File: config.mk
export PLATFORM = sky130hd
export DESIGN_NAME = lfsr_stream_gen
export DESIGN_NICKNAME = d
export VERILOG_FILES = /design/src/rtl/lfsr_pkg.sv /design/src/rtl/lfsr_core.sv /design/src/rtl/lfsr_stream_gen.sv
export SDC_FILE = /design/constraint.sdc
export NUM_CORES = 1
export LEC_CHECK = 0
export CORE_UTILIZATION = 45
export CTS_CLUSTER_DIAMETER = 200
export DETAILED_ROUTE_END_ITERATION = 16
export PLACE_DENSITY = 0.75
export SLEW_MARGIN = 10
export SYNTH_ARGS = -nofsm -noshare
export SYNTH_HDL_FRONTEND = slang
export SYNTH_SLANG_ARGS = --single-unit
File: constraint.sdc
create_clock -name clk -period 1.75 [get_ports clk]
set_clock_uncertainty 0.1 [all_clocks]
set_input_delay 0.35 -clock clk [delete_from_list [all_inputs] [get_ports clk]]
set_output_delay 0.35 -clock clk [all_outputs]
set_load 0.05 [all_outputs]
File: src/rtl/lfsr_pkg.sv
// rtl/lfsr_pkg.sv - shared FSM encoding, default tap masks and LFSR step function
package lfsr_pkg;

    typedef enum logic [1:0] {
        ST_IDLE = 2'd0,
        ST_RUN  = 2'd1,
        ST_HOLD = 2'd2
    } lfsr_state_e;

    // Widest state the step helper supports; narrower states are zero-extended into it.
    localparam int LFSR_MAX_W = 90;

    localparam logic [15:0] LFSR_TAPS_16 = 16'hB400;
    localparam logic [31:0] LFSR_TAPS_32 = 32'h8020_0003;
    localparam logic [89:0] LFSR_TAPS_90 = 90'hF << 86;

    // Feedback enters at the LSB; the caller truncates back to its own width.
    function automatic logic [LFSR_MAX_W-1:0] lfsr_step(
        input logic [LFSR_MAX_W-1:0] state,
        input logic [LFSR_MAX_W-1:0] taps
    );
        return {state[LFSR_MAX_W-2:0], ^(state & taps)};
    endfunction

endpackage

File: src/rtl/lfsr_core.sv
// rtl/lfsr_core.sv - LFSR state register with zero-guarded seed load and single step
module lfsr_core
    import lfsr_pkg::*;
#(
    parameter int               WIDTH    = 16,
    parameter logic [WIDTH-1:0] TAPS     = WIDTH'(LFSR_TAPS_16),
    parameter logic [WIDTH-1:0] SEED_RST = '1
) (
    input  logic             clk,
    input  logic             rst,
    input  logic             load_i,
    input  logic [WIDTH-1:0] load_val_i,
    input  logic             step_i,
    output logic [WIDTH-1:0] state_o,
    output logic [WIDTH-1:0] next_o
);

    localparam logic [LFSR_MAX_W-1:0] TAPS_EXT = LFSR_MAX_W'(TAPS);

    logic [WIDTH-1:0] state_q;
    logic [WIDTH-1:0] state_d;

    assign next_o  = WIDTH'(lfsr_step(LFSR_MAX_W'(state_q), TAPS_EXT));
    assign state_o = state_q;

    // A zero seed would park the register forever, so it is replaced by the reset seed.
    always_comb begin
        state_d = state_q;
        if (load_i) begin
            state_d = (load_val_i == '0) ? SEED_RST : load_val_i;
        end else if (step_i) begin
            state_d = next_o;
        end
    end

    always_ff @(posedge clk or posedge rst) begin
        if (rst) begin
            state_q <= SEED_RST;
        end else begin
            state_q <= state_d;
        end
    end

endmodule

File: src/rtl/lfsr_stream_gen.sv
// rtl/lfsr_stream_gen.sv - request/response N-step LFSR pattern generator
module lfsr_stream_gen
    import lfsr_pkg::*;
#(
    parameter int               WIDTH    = 16,
    parameter logic [WIDTH-1:0] TAPS     = WIDTH'(LFSR_TAPS_16),
    parameter logic [WIDTH-1:0] SEED_RST = '1,
    parameter int               STEP_W   = 8
) (
    input  logic              clk,
    input  logic              rst,
    input  logic              seed_load,
    input  logic [WIDTH-1:0]  seed,
    input  logic              req_valid,
    input  logic [STEP_W-1:0] req_steps,
    output logic              req_ready,
    output logic              out_valid,
    output logic [WIDTH-1:0]  out_data,
    input  logic              out_ready,
    output logic              busy,
    output logic              lock_err
);

    lfsr_state_e       state_q, state_d;
    logic [STEP_W-1:0] count_q, count_d;
    logic              lock_err_q, lock_err_d;

    logic              core_load;
    logic              core_step;
    logic [WIDTH-1:0]  core_next;

    lfsr_core #(
        .WIDTH    (WIDTH),
        .TAPS     (TAPS),
        .SEED_RST (SEED_RST)
    ) u_core (
        .clk        (clk),
        .rst        (rst),
        .load_i     (core_load),
        .load_val_i (seed),
        .step_i     (core_step),
        .state_o    (out_data),
        .next_o     (core_next)
    );

    assign req_ready = (state_q == ST_IDLE) && !seed_load;
    assign core_load = (state_q == ST_IDLE) && seed_load;
    assign core_step = (state_q == ST_RUN);
    assign out_valid = (state_q == ST_HOLD);
    assign busy      = (state_q != ST_IDLE);
    assign lock_err  = lock_err_q;

    // Flag rises on the same edge the register falls into the all-zero state.
    assign lock_err_d = lock_err_q | (core_step && (core_next == '0));

    always_comb begin
        state_d = state_q;
        count_d = count_q;
        case (state_q)
            ST_IDLE: begin
                if (req_valid && req_ready) begin
                    count_d = req_steps;
                    state_d = (req_steps == '0) ? ST_HOLD : ST_RUN;
                end
            end
            ST_RUN: begin
                count_d = count_q - STEP_W'(1);
                if (count_q == STEP_W'(1)) begin
                    state_d = ST_HOLD;
                end
            end
            ST_HOLD: begin
                if (out_ready) begin
                    state_d = ST_IDLE;
                end
            end
            default: state_d = ST_IDLE;
        endcase
    end

    always_ff @(posedge clk or posedge rst) begin
        if (rst) begin
            state_q    <= ST_IDLE;
            count_q    <= '0;
            lock_err_q <= 1'b0;
        end else begin
            state_q    <= state_d;
            count_q    <= count_d;
            lock_err_q <= lock_err_d;
        end
    end

endmodule
==> results.toml <==
[setup_path]
crit_type = "reg2out"
r2r-start = "state_q[1]"
crit_fanout = 3
arrival_ps = 1290
r2r_end = "count_q[7]"
rrSetupSlack_ps = 80
ff2ff_path_depth = 7
cpPeakStageDelay_ps = 460
worstPathRequired_ps = 1300
start_kind = "flop"
cp_cell_sequence = "buf_6 -> nor3_4 -> buf_12"
cp-end-kind = "output pin"
crit_path_top_delay_cell = "dfrtp_2"

[clock_network]
cts_buffer_depth = 2
clkSinkCount = 27
path_clk_slew_ps = 140
worstSkewPairLatency_ps = 310
clockRootBuffer = "clkbuf_4"
cts-htree-levels = 1
cts_made_buffers = 3
cts_tree = "done"

[floorplanning]
dieHeight_um = 59.45
fp.dieArea_um2 = 3534
core_um2 = 3103
io-pin-count = 49
start_util_pct = 47.86
num_rows = 20
die_w_um = 59.45

[logic_synthesis]
synthSimpleGateAreaFrac_pct = 22.83
synth.distinct_cells = 42
avgSynthCellArea_um2 = 9.836
synth.net_count = 182
synth_adder_area_share_pct = 1.685
synth.mux.area_fraction_pct = 0.6740
synth_top_family_by_area = "simple AND/OR/NAND/NOR gates"
synthXorXnorAreaFrac_pct = 1.769
ys_seq_area_share_pct = 46.84
yosys_warnings = 0
synth_area_um2 = 1485
syn_inst = 151
synth_top_flop_cell = "dfstp_2"
synthArstFlopShare_pct = 100.0
ys_seq_elements = 27
synth_compound_area_share_pct = 21.99
synth-edff-count = 0

[timing]
max_freq_ghz = 0.5731
final_max_slew_viol_count = 0
min_period_ps = 1745
tightest_slew_ps = 348.8
maxSlewHeadroom_pct = 76.56
setup_violations = 0
finalHoldViolations = 0
rsz0062_at_grt = "yes"
min_period_over_period_pct = 99.71
whs_ps = 268.9

[global_route]
antenna_found_initial = 0
grt_max_degree = 28
overflow = 0
grt.total_usage_pct = 25.03
grt_pass1_vias = 1479
grt_pass1_wl_um = 6555

[hold_path]
min_path_type = "in2async"

[drt]
first_pass_iters = 4
wire_per_inst_um = 15.51
drt_iter0_drc = 114
drt-vias-per-instance = 5.642
drc_errors = 0
dr_total_vias = 1495
ant_nets = 0
drt-total-wl_um = 4109

[pwr]
vdd_drop_max_mv = 0.9733
leakagePower_uw = 0.001029
power_density_nw_per_um2 = 2062

[flow_run]
drv_cap = 0

[status]
outcome = "completed"

[finish]
area_growth_pct = 62.34
n_antenna_cell = 0
layout-drive-gt1-share_pct = 34.84
fin_nets = 253
stdcell_area_um2 = 2411

[placed_design]
post-dp-hpwl_um = 3181
place_congestion = 0.8786
io_buffers = 48
place_area_um2 = 2313
## cell usage in the layout (no fill, tap or decap), types with 2 or more instances in the layout
cell	n
a211oi_1	2
a22oi_1	15
buf_12	19
buf_4	24
buf_6	2
clkbuf_4	3
clkdlybuf4s50_1	28
dfrtp_1	9
dfrtp_2	2
dfstp_2	16
ha_1	2
inv_1	4
nand2_1	21
nand3_1	2
nor2_1	9
nor2_2	2
nor3_1	3
nor4_1	7
nor4b_4	2
o21ai_0	17
or4_1	3
xnor2_1	2
## sequential cells by signal (all words and copies together), names as in the netlist
| register | cells |
|---|---|
| count_q | 8 |
| lock_err | 1 |
| state_q | 2 |
| u_core.state_o | 16 |
## routing by layer
| metal | vias up | global-route usage (%) | routed length (µm) |
|---|---|---|---|
| met5 | - | 0 | 0 |
| met2 | 63 | 44.78 | 2185 |
| met4 | 0 | 10.54 | 35 |
| met1 | 716 | 29.74 | 1700 |
| met3 | 4 | 3.493 | 188 |
| li1 | 712 | - | - |
## through the flow
| step | TNS (ps) | setup slack (ps) | cells | power, µW | util (%) |
|---|---|---|---|---|---|
| global route | -105.0 | -58.35 | 265 | 5236 | 77.70 |
| global placement | -1786 | -95.69 | 254 | 4518 | 74.56 |
| detailed placement | -2673 | -145.2 | 254 | 4575 | 74.56 |
| floorplan | 0 | 70.06 | 151 | 3164 | - |
| CTS | 0 | 2.657 | 263 | 4931 | 76.81 |
| finish | 0 | 5.155 | 265 | 4972 | 77.70 |
## worst max-delay path, delay by kind of cell (launching register included)
family | cells | cell delay (ps)
flip-flops | 1 | 460
buffers and inverters | 2 | 300
AND/OR/NAND/NOR | 1 | 220
## worst max path at each step
stage                             from  depth (start not counted)                  to  slack, ps
after floorplan             state_q[0]                          5          count_q[7]         70
after global placement       seed_load                          6  u_core.state_o[11]       -100
after detailed placement  req_steps[2]                          5          state_q[1]       -150
after CTS                   state_q[1]                          3           req_ready          3
after global routing        state_q[1]                          3           req_ready        -60
final                       state_q[1]                          3           req_ready          5
## cells in the mapped netlist, types with 2 or more instances
master     n  area, µm²
nand2_1   22      82.58
o21ai_0   17      85.08
dfstp_2   16      420.4
a22oi_1   15      112.6
dfrtp_1   11      275.3
nor2_1     9      33.78
nor4_1     8      50.05
inv_1      5      18.77
nor3_1     4      20.02
or4_1      3      22.52
a211oi_1   2      15.01
buf_2      2      10.01
buf_4      2      15.01
clkbuf_1   2      7.510
ha_1       2      25.02
nand3_1    2      10.01
nor2_2     2      12.51
nor4b_4    2      47.55
xnor2_1    2      17.52
## where the power goes
part	switching, µW	leakage (µW)	internal (µW)
registers	463	0.000297	1070
logic	1630	0.000717	1540
clock network	174	0.0000150	89.1
## logic make-up after synthesis
group / Yosys count
buffers and inverters: 12
AND/OR/NAND/NOR: 58
adder cells (fa/ha/maj): 2
XOR/XNOR: 3
AO/OA/AOI/OAI: 48
multiplexers: 1
flip-flops: 27
## what timing repair did
| action | 4_1_cts | 5_1_grt |
|---|---|---|
| endpoints found under the setup margin | 3 | 6 |
| pin swaps | 1 | 2 |
| buffers inserted | 5 | 2 |
| gates resized for setup | 3 | 4 |
| hold buffers | 0 | 0 |
## cell type report
cell class	instances	area [µm²]
timing repair buffer	73	863.3
multi-input combinational	112	749.5
sequential	27	698.2
fill	225	691.9
tap	44	55.05
clock buffer	4	26.28
inverter	5	18.77
Power figures use the tool's default switching activity.
